[src/rtl/countdown_timer_pkg.sv]
// ---------------------------------------------------------------------------
// countdown_timer_pkg
//
// Shared definitions for the countdown timer:
//   cd_state_e  - 2-bit FSM state encoding (IDLE=00, RUN=01, HOLD=10,
//                 EXPIRED=11). The encoding is visible on the state_dbg
//                 output, so external checkers can decode it.
//   DEF_RATE0..3 - default divider terminal values for the four rate
//                  selections. The timer divides by (RATEn + 1).
// ---------------------------------------------------------------------------
package countdown_timer_pkg;

    typedef enum logic [1:0] {
        ST_IDLE    = 2'b00,
        ST_RUN     = 2'b01,
        ST_HOLD    = 2'b10,
        ST_EXPIRED = 2'b11
    } cd_state_e;

    // Default rates assume a 50 MHz board clock.
    localparam int unsigned DEF_RATE0 = 0;            // tick every cycle
    localparam int unsigned DEF_RATE1 = 49_999_999;   // 1 Hz
    localparam int unsigned DEF_RATE2 = 99_999_999;   // 0.5 Hz
    localparam int unsigned DEF_RATE3 = 199_999_999;  // 0.25 Hz

    // Busy covers both counting states. A paused timer is still
    // committed to a count.
    function automatic logic state_is_busy(input cd_state_e st);
        return (st == ST_RUN) || (st == ST_HOLD);
    endfunction

endpackage

[src/rtl/countdown_timer_tick_gen.sv]
// ---------------------------------------------------------------------------
// countdown_timer_tick_gen
//
// Programmable tick divider. It holds a DIV_W-bit down-counter.
//   - reload : load load_val into the divider (highest priority after reset)
//   - enable : count this cycle. When the divider is at zero and enable is
//              high, tick fires and the divider reloads load_val.
//   - When neither reload nor enable is high, the divider holds its value.
//     This is how a paused or idle timer keeps its place.
//
// A tick therefore occurs every (load_val + 1) enabled cycles. load_val is
// sampled only on a reload, so a new rate applies from the next reload.
//
// Ports:
//   clk      in   1      system clock, rising edge
//   clear_b  in   1      synchronous active-low reset (divider -> 0)
//   reload   in   1      load load_val this edge
//   enable   in   1      divider counts this cycle
//   load_val in   DIV_W  terminal value to load
//   tick     out  1      divider at zero while enabled (combinational)
// ---------------------------------------------------------------------------
module countdown_timer_tick_gen #(
    parameter int DIV_W = 28
) (
    input  logic             clk,
    input  logic             clear_b,
    input  logic             reload,
    input  logic             enable,
    input  logic [DIV_W-1:0] load_val,
    output logic             tick
);

    logic [DIV_W-1:0] div_q;
    logic [DIV_W-1:0] div_d;

    assign tick = enable && (div_q == '0);

    always_comb begin
        div_d = div_q;
        if (reload) begin
            div_d = load_val;
        end else if (enable) begin
            // Reloading on the tick edge makes the tick period exactly
            // load_val + 1 cycles, with no gap cycle between periods.
            if (tick) begin
                div_d = load_val;
            end else begin
                div_d = div_q - DIV_W'(1);
            end
        end
    end

    always_ff @(posedge clk) begin
        if (!clear_b) begin
            div_q <= '0;
        end else begin
            div_q <= div_d;
        end
    end

endmodule

[src/rtl/countdown_timer.sv]
// ---------------------------------------------------------------------------
// countdown_timer
//
// Programmable down-counter. A value is loaded in parallel and counted toward
// zero at one of four tick rates. Expiry is flagged when the count reaches
// zero.
//
// The priority at each clock edge is: clear_b > parload > start > pause > tick.
//
// FSM:
//   IDLE    - waiting. parload loads q. start goes to RUN, or goes
//             directly to EXPIRED if q is already zero.
//   RUN     - the divider counts. Each tick decrements q. The tick that
//             takes q from 1 (or 0 after a load of zero) ends in EXPIRED.
//   HOLD    - paused. q and the divider are frozen.
//   EXPIRED - q is 0. Only parload (back to IDLE) or reset leaves this state.
//
// Ports:
//   clk       in   1      system clock, rising edge
//   clear_b   in   1      synchronous active-low reset
//   sel       in   2      rate select, sampled on every divider reload
//   d         in   CNT_W  parallel load value
//   parload   in   1      level: load d into q
//   start     in   1      level: begin counting from IDLE
//   pause     in   1      level: freeze count and divider while high
//   q         out  CNT_W  current count (registered)
//   busy      out  1      high in RUN or HOLD
//   expired   out  1      high in EXPIRED
//   done      out  1      one-cycle pulse on the edge entering EXPIRED
//   state_dbg out  2      current FSM state, for debug and checkers
// ---------------------------------------------------------------------------
module countdown_timer
    import countdown_timer_pkg::*;
#(
    parameter int          CNT_W = 4,
    parameter int          DIV_W = 28,
    parameter int unsigned RATE0 = DEF_RATE0,
    parameter int unsigned RATE1 = DEF_RATE1,
    parameter int unsigned RATE2 = DEF_RATE2,
    parameter int unsigned RATE3 = DEF_RATE3
) (
    input  logic             clk,
    input  logic             clear_b,
    input  logic [1:0]       sel,
    input  logic [CNT_W-1:0] d,
    input  logic             parload,
    input  logic             start,
    input  logic             pause,
    output logic [CNT_W-1:0] q,
    output logic             busy,
    output logic             expired,
    output logic             done,
    output cd_state_e        state_dbg
);

    cd_state_e        state_q;
    cd_state_e        state_d;
    logic [CNT_W-1:0] q_q;
    logic [CNT_W-1:0] q_d;
    logic             done_q;
    logic             done_d;

    logic [DIV_W-1:0] rate_val;
    logic             div_reload;
    logic             div_enable;
    logic             tick;

    // Rate mux. sel is consumed by the divider only when it reloads.
    always_comb begin
        rate_val = DIV_W'(RATE0);
        case (sel)
            2'b00:   rate_val = DIV_W'(RATE0);
            2'b01:   rate_val = DIV_W'(RATE1);
            2'b10:   rate_val = DIV_W'(RATE2);
            default: rate_val = DIV_W'(RATE3);
        endcase
    end

    // The divider reloads on a real start from IDLE, or on parload while a
    // count is in progress. A parload in IDLE/EXPIRED leaves the divider
    // alone, because the next start reloads it anyway.
    always_comb begin
        div_reload = 1'b0;
        if (parload) begin
            div_reload = state_is_busy(state_q);
        end else if (start) begin
            div_reload = (state_q == ST_IDLE) && (q_q != '0);
        end
    end

    // The divider advances only when running and nothing higher-priority
    // claims the edge. This keeps the divider frozen for the whole of a
    // pause, including the edge that enters HOLD.
    assign div_enable = (state_q == ST_RUN) && !parload && !pause;

    countdown_timer_tick_gen #(
        .DIV_W (DIV_W)
    ) u_tick_gen (
        .clk      (clk),
        .clear_b  (clear_b),
        .reload   (div_reload),
        .enable   (div_enable),
        .load_val (rate_val),
        .tick     (tick)
    );

    // Next-state and count logic. The branches are ordered to match the
    // input priority: parload, then start, then pause, then tick.
    always_comb begin
        state_d = state_q;
        q_d     = q_q;
        done_d  = 1'b0;

        case (state_q)
            ST_IDLE: begin
                if (parload) begin
                    q_d = d;
                end else if (start) begin
                    if (q_q == '0) begin
                        state_d = ST_EXPIRED;
                        done_d  = 1'b1;
                    end else begin
                        state_d = ST_RUN;
                    end
                end
            end

            ST_RUN: begin
                if (parload) begin
                    q_d = d;
                end else if (pause) begin
                    state_d = ST_HOLD;
                end else if (tick) begin
                    // The count saturates at zero. A load of zero while
                    // running therefore expires on the next tick.
                    if (q_q <= CNT_W'(1)) begin
                        q_d     = '0;
                        state_d = ST_EXPIRED;
                        done_d  = 1'b1;
                    end else begin
                        q_d = q_q - CNT_W'(1);
                    end
                end
            end

            ST_HOLD: begin
                if (parload) begin
                    q_d = d;
                end else if (!pause) begin
                    state_d = ST_RUN;
                end
            end

            ST_EXPIRED: begin
                if (parload) begin
                    q_d     = d;
                    state_d = ST_IDLE;
                end
            end

            default: begin
                state_d = ST_IDLE;
                q_d     = '0;
            end
        endcase
    end

    always_ff @(posedge clk) begin
        if (!clear_b) begin
            state_q <= ST_IDLE;
            q_q     <= '0;
            done_q  <= 1'b0;
        end else begin
            state_q <= state_d;
            q_q     <= q_d;
            done_q  <= done_d;
        end
    end

    assign q         = q_q;
    assign busy      = state_is_busy(state_q);
    assign expired   = (state_q == ST_EXPIRED);
    assign done      = done_q;
    assign state_dbg = state_q;

endmodule

[config.mk]
export PLATFORM = sky130hd
export DESIGN_NAME = countdown_timer
export DESIGN_NICKNAME = d
export VERILOG_FILES = /design/src/rtl/countdown_timer_pkg.sv /design/src/rtl/countdown_timer_tick_gen.sv /design/src/rtl/countdown_timer.sv
export SDC_FILE = /design/constraint.sdc
export NUM_CORES = 1
export LEC_CHECK = 0
export BUFFER_PORTS_ARGS = -buffer_cell sky130_fd_sc_hd__buf_2
export CAP_MARGIN = 20
export CORE_ASPECT_RATIO = 1.1
export CORE_MARGIN = 1
export CORE_UTILIZATION = 24
export DETAILED_ROUTE_END_ITERATION = 8
export PLACE_DENSITY = 0.42
export SYNTH_ARGS = -nofsm -noshare
export SYNTH_HDL_FRONTEND = slang
export SYNTH_SLANG_ARGS = --single-unit
[constraint.sdc]
create_clock -name clk -period 5.61 [get_ports clk]
set_input_delay 0.561 -clock clk [delete_from_list [all_inputs] [get_ports clk]]
set_output_delay 0.561 -clock clk [all_outputs]
set_load 0.05 [all_outputs]
# Word-level counts from Yosys, hierarchy flattened
# Cells that the tools add are included.
[totals] reg_bits=35 inputBits=11 word_cells=70
[classes] n_addsub=2 magnitude_cmp=1 n_eq_ne=16 n_mux=31 n_reduce_logical=16
[op_table] op="2-to-1 mux 28 bit" n=3
[op_table] op="case mux 28 bit (3 select lines)" n=1
[op_table] op="logical NOT 28 bit" n=1
[op_table] op="subtractor 28 x 1 -> 28 bit, second input constant" n=1
[op_table] op="2-to-1 mux 2 bit" n=10
[op_table] op="2-to-1 mux 4 bit" n=5
[op_table] op="inequality test 2 bit, second input constant" n=6
[op_table] op="2-to-1 mux 1 bit" n=9
[op_table] op="inequality test 3 bit, second input constant" n=3
[op_table] op="case mux 2 bit (4 select lines)" n=1
[op_table] op="case mux 4 bit (2 select lines)" n=1
[op_table] op="AND reduction 8 bit" n=1
[op_table] op="== test 2 bit, second input constant" n=3
[op_table] op="== test 2 x 1 -> 1 bit, second input constant" n=2
[op_table] op="less-or-equal comparator 4 x 1 -> 1 bit, second input constant" n=1
[op_table] op="logical AND 1 bit" n=4
[op_table] op="logical NOT 2 bit" n=2
[op_table] op="logical NOT 4 bit" n=1
[op_table] op="nonzero test 4 bit" n=1
[op_table] op="subtractor 4 x 1 -> 4 bit, second input constant" n=1
[op_table] op="inequality test 3 x 2 -> 1 bit, second input constant" n=1
[op_table] op="AND reduction 3 bit" n=1
[op_table] op="OR reduction 3 bit" n=1
[op_table] op="logical NOT 1 bit" n=2
[op_table] op="other kinds (4)" n=4

# Longest topological paths before layout
[logic_depth] ltp_word=8 depth_mapped=9 ltp_nobuf=8

# Modules after synthesis
# A second synthesis with hierarchy kept.
[unflattened] hier_cells=336 hier_area_um2=2617.5
[by_module_without_submodules] module="countdown_timer_tick_gen" instances=1 cells_each=252 area_each_um2=1965.6
[by_module_without_submodules] module="countdown_timer" instances=1 cells_each=84 area_each_um2=651.9

# Least setup slack after synthesis
# No wires, ideal clock.
[synth_timing] path_kind="reg-to-reg" start="register state_q[0] (netlist: state_dbg[0])" end="register u_tick_gen.div_q[7]" t_arrival_ps=2704 required_ps=5552 slack_ps=2848 path_stages_with_launch=9 path_buffers=1 synth_period_minus_slack_ps=2762 cell_sequence="dfxtp_1 -> inv_1 -> ha_1 -> nand2_1 -> o21ai_0 -> buf_2 -> or4b_2 -> a21oi_1 -> o21a_1"
[synth_between] elab_cells_between_ends=14 classes_between="eq/ne: 2; mux: 5; reduce/logical: 7"
[synth_rtl] item="start: declaration" line_no="countdown_timer.sv:56" rtl="cd_state_e state_q;"
[synth_rtl] item="start signal: assignment" line_no="countdown_timer.sv:174" rtl="state_q <= state_d;"
[synth_rtl] item="== test 2 x 1 -> 1 bit or == test 2 bit (tied branches)"
[synth_rtl] item="logical OR 1 bit *"
[synth_rtl] item="net busy" line_no="countdown_timer.sv:50" rtl="output logic busy,"
[synth_rtl] item="2-to-1 mux 1 bit *" line_no="countdown_timer.sv:84" rtl="if (parload) begin"
[synth_rtl] item="2-to-1 mux 28 bit or nonzero test 2 bit (tied branches)"
[synth_rtl] item="end signal: assignment" line_no="countdown_timer_tick_gen.sv:57" rtl="div_q <= div_d;"
[synth_rtl] item="end: declaration" line_no="countdown_timer_tick_gen.sv:33" rtl="logic [DIV_W-1:0] div_q;"
# Mark *: on every way through the listed nets, which the timed path passes. The rest lies on a longest branch. The select of a mux whose other input is x is not followed.
# A chain may end at the register's enable or synchronous reset.

# Worst setup path after layout
[layout_timing] start="register state_q[0] (netlist: state_dbg[0])" end="register u_tick_gen.div_q[15]"
[layout_between] elab_chain_len=7 elab_cells_between_ends=14 classes_between="eq/ne: 2; mux: 5; reduce/logical: 7"
[layout_lines] item="== test 2 x 1 -> 1 bit" line_no="countdown_timer_pkg.sv:29, countdown_timer.sv:94"
[layout_lines] item="logical AND 1 bit (2 in a row)" line_no="countdown_timer.sv:94" rtl="assign div_enable = (state_q == ST_RUN) && !parload && !pause;"
[layout_lines] item="logical AND 1 bit" line_no="countdown_timer_tick_gen.sv:36" rtl="assign tick = enable && (div_q == '0);"
[layout_lines] item="2-to-1 mux 28 bit" line_no="countdown_timer_tick_gen.sv:45" rtl="if (tick) begin"
[layout_lines] item="2-to-1 mux 28 bit" line_no="countdown_timer_tick_gen.sv:42" rtl="end else if (enable) begin"
[layout_lines] item="2-to-1 mux 28 bit" line_no="countdown_timer_tick_gen.sv:40" rtl="if (reload) begin"
# Several ways; a longest one is shown, not always the timed one. The select of a mux whose other input is x is not followed.

==> run metrics <==
Cell Chain, Critical Path=ha_1 -> nand2b_1 -> nor2_1 -> nor2_1 -> buf_4 -> o32ai_1 -> o311ai_0 -> nand3_1; row cnt=38; initial core utilization=24.7%; Vias=2448; most common cell after layout, fill and taps aside=nor2_1; RSZ-0062 raised after global routing=false; skew final=0.0114 ns; crit-path max FO=13; DRT Pass-1 Iters=4; post-synthesis sequential area ratio=28.6%; area share of the largest cell type after synthesis=28.6%; WHS Endpoint=u_tick_gen.div_q[23]$_SDFFE_PN0P_; post-route clock period utilization=50.7%; Top Family by Delay on Critical Path=simple AND/OR/NAND/NOR gates; Top Ports=20; status=completed; cts-stage hold buffer count=0; Worst R2R Start=state_dbg[0]$_SDFFE_PN0P_; Worst-Margin Slew=0.847 ns; WP depth=8; TritonCTS buffer count=5; Detailed Place HPWL=5.63 mm; Most common cell on crit path=nor2_1; pwr dens=486 nW/um^2; Area growth syn-to-layout=12.1%; area of the multi-input gates=1650 um^2; R2R setup slack=2.76 ns; clock-pin slew on the worst setup and hold paths=0.09 ns; post-synth cell types=58; worst hold path class=reg -> reg; Area contributors post-synth=dfxtp_1, ha_1, nor2_1; share of flip-flops with an asynchronous set or reset=0%; GRT Overall Usage=15.1%; die area=10600 um^2; first-pass GRT wire length=12.4 mm; Final setup viols=0; Filler cells=1121; crit path time final=2.85 ns; Sink Count=35; cts repair resizes=0; via density per instance=5.48; H-tree depth=2; Root Driver=clkbuf_8; Synth Area per Inst=7.92 um^2; CTS tree=yes; Synth Register Bits=35; # nets final=350; IO buf count=19; main flop type after synthesis=dfxtp_1; ANT nets after route=0; Die W=98.3 um; initial antenna violation count=0; worst path arrival time=3.09 ns; clock tree buffer depth=2; Final Util=27.7%; post-CTS setup buffers=0; CP Data Required Time=5.85 ns; worst hold margin=0.523 ns; Yosys warning count=0; Peak VDD IR=149 uV; Synth area leader=dfxtp_1; syn nets=333; drt drc=0; most frequent cells in the layout=nor2_1, dfxtp_1, a21oi_1; pin count of the biggest net entering global routing=21; hold_sp=u_tick_gen.div_q[23]$_SDFFE_PN0P_; CORE AREA=9890 um^2; total gr overflow=0; Die H=108 um; worst hold path depth=2; Power Total=1330 uW; Reg area=701 um^2; startpoint types=flip-flop; clock latency on the worst-skew pair=0.30 ns; slowest stage delay, CP=0.55 ns; GPL Wtd Cong=0.810; Final Max Tran Viols=0; Worst R2R End=u_tick_gen.div_q[15]$_SDFFE_PN0P_; Post-synth EDFFs=0; Final Hold Viols=0; Slew headroom=43.3%; Mapped Cells=309; number of global-route vias before repair=2368; Max Fclk=351 MHz; r2r worst-path depth=8; crit path buf inv count=1; CP endpoint kind=flip-flop; setup_tns=0 ns; Initial DRC Count=140; Routed WL=7.58 mm; Synth Cell Area=2450 um^2; routed len/inst=16.9 um; Setup CP Type=reg -> reg; Ant. Diodes=0; max-capacitance violation count=0; slowest cell on the critical path=nor2_1; Leakage=0.00102 uW; share of cells above drive strength 1=14.1%
==> where the power goes <==
group	internal (uW)	switching, uW	leakage (uW)
Clock	86.5	104	0.0000402
Combinational	254	483	0.000694
Sequential	312	92.2	0.000287
==> metrics by stage <==
| step | instances | setup WS (ns) | cell area [um^2] |
|---|---|---|---|
| floorplan | 309 | 2.85 | 2450 |
| global placement | 439 | 2.73 | 2650 |
| detailed placement | 439 | 2.79 | 2650 |
| CTS | 447 | 2.79 | 2740 |
| global route | 447 | 2.57 | 2740 |
| finish | 447 | 2.76 | 2740 |
==> worst max-delay path by stage <==
stage                                                   end                 startpoint  slack, ns
after floorplan            u_tick_gen.div_q[7]$_SDFFE_PN0P_  state_dbg[0]$_SDFFE_PN0P_       2.85
after global placement    u_tick_gen.div_q[15]$_SDFFE_PN0P_          q[0]$_SDFFE_PN0P_       2.73
after detailed placement  u_tick_gen.div_q[15]$_SDFFE_PN0P_  state_dbg[0]$_SDFFE_PN0P_       2.79
after CTS                 u_tick_gen.div_q[15]$_SDFFE_PN0P_  state_dbg[0]$_SDFFE_PN0P_       2.79
after global routing      u_tick_gen.div_q[15]$_SDFFE_PN0P_  state_dbg[0]$_SDFFE_PN0P_       2.57
final                     u_tick_gen.div_q[15]$_SDFFE_PN0P_  state_dbg[0]$_SDFFE_PN0P_       2.76
==> final cells by class <==
type / count / share of cell area [%]
clock buffer: 5 / 2.51
sequential: 35 / 25.6
tap: 120 / 5.48
inverter: 12 / 1.64
timing repair buffer: 21 / 4.02
clock inverter: 3 / 0.730
multi-input combinational: 251 / 60.1
==> layer usage <==
metal | vias to the layer above | wire length (um) | GRT usage (%)
met5 | - | 0 | 0
met4 | 0 | 213 | 6.29
met3 | 18 | 288 | 2.40
met2 | 55 | 3540 | 24.7
met1 | 1179 | 3530 | 19.8
li1 | 1196 | - | -
==> synth_stat cells (5+ instances only) <==
master / number
nand3_1: 15
ha_1: 13
nand2_1: 20
o211ai_1: 6
nor3_1: 16
a21oi_1: 21
dfxtp_1: 35
inv_1: 12
o21ai_0: 20
a211oi_1: 6
nor2_1: 42
nand4_1: 6
or3_1: 5
nor4_1: 7
clkbuf_1: 6
a31oi_1: 5
==> cell families (layout without fill, tap and decap cells) <==
group / count (synthesis) / in the layout / share of synthesized area [%]
xor gates and xnor gates: 7 / 7 / 2.51
DFF: 35 / 35 / 28.6
adders and majority gates: 13 / 13 / 6.65
buffers and inverters: 23 / 41 / 4.04
AOI/OAI and AO/OA: 92 / 92 / 25.4
muxes: 4 / 4 / 1.69
and+or+nand+nor: 135 / 135 / 31.0
==> state kept, by name (all words and copies together) (netlist names) <==
register,flops
state_dbg,2
u_tick_gen.div_q,28
q,4
done,1
==> worst min-delay path, cell delays in order (launching register included) <==
cell and delay [ns]:
dfxtp_1 0.32, o211ai_1 0.08, nand3_1 0.07
No activity file was read; power rests on OpenSTA's default activity.
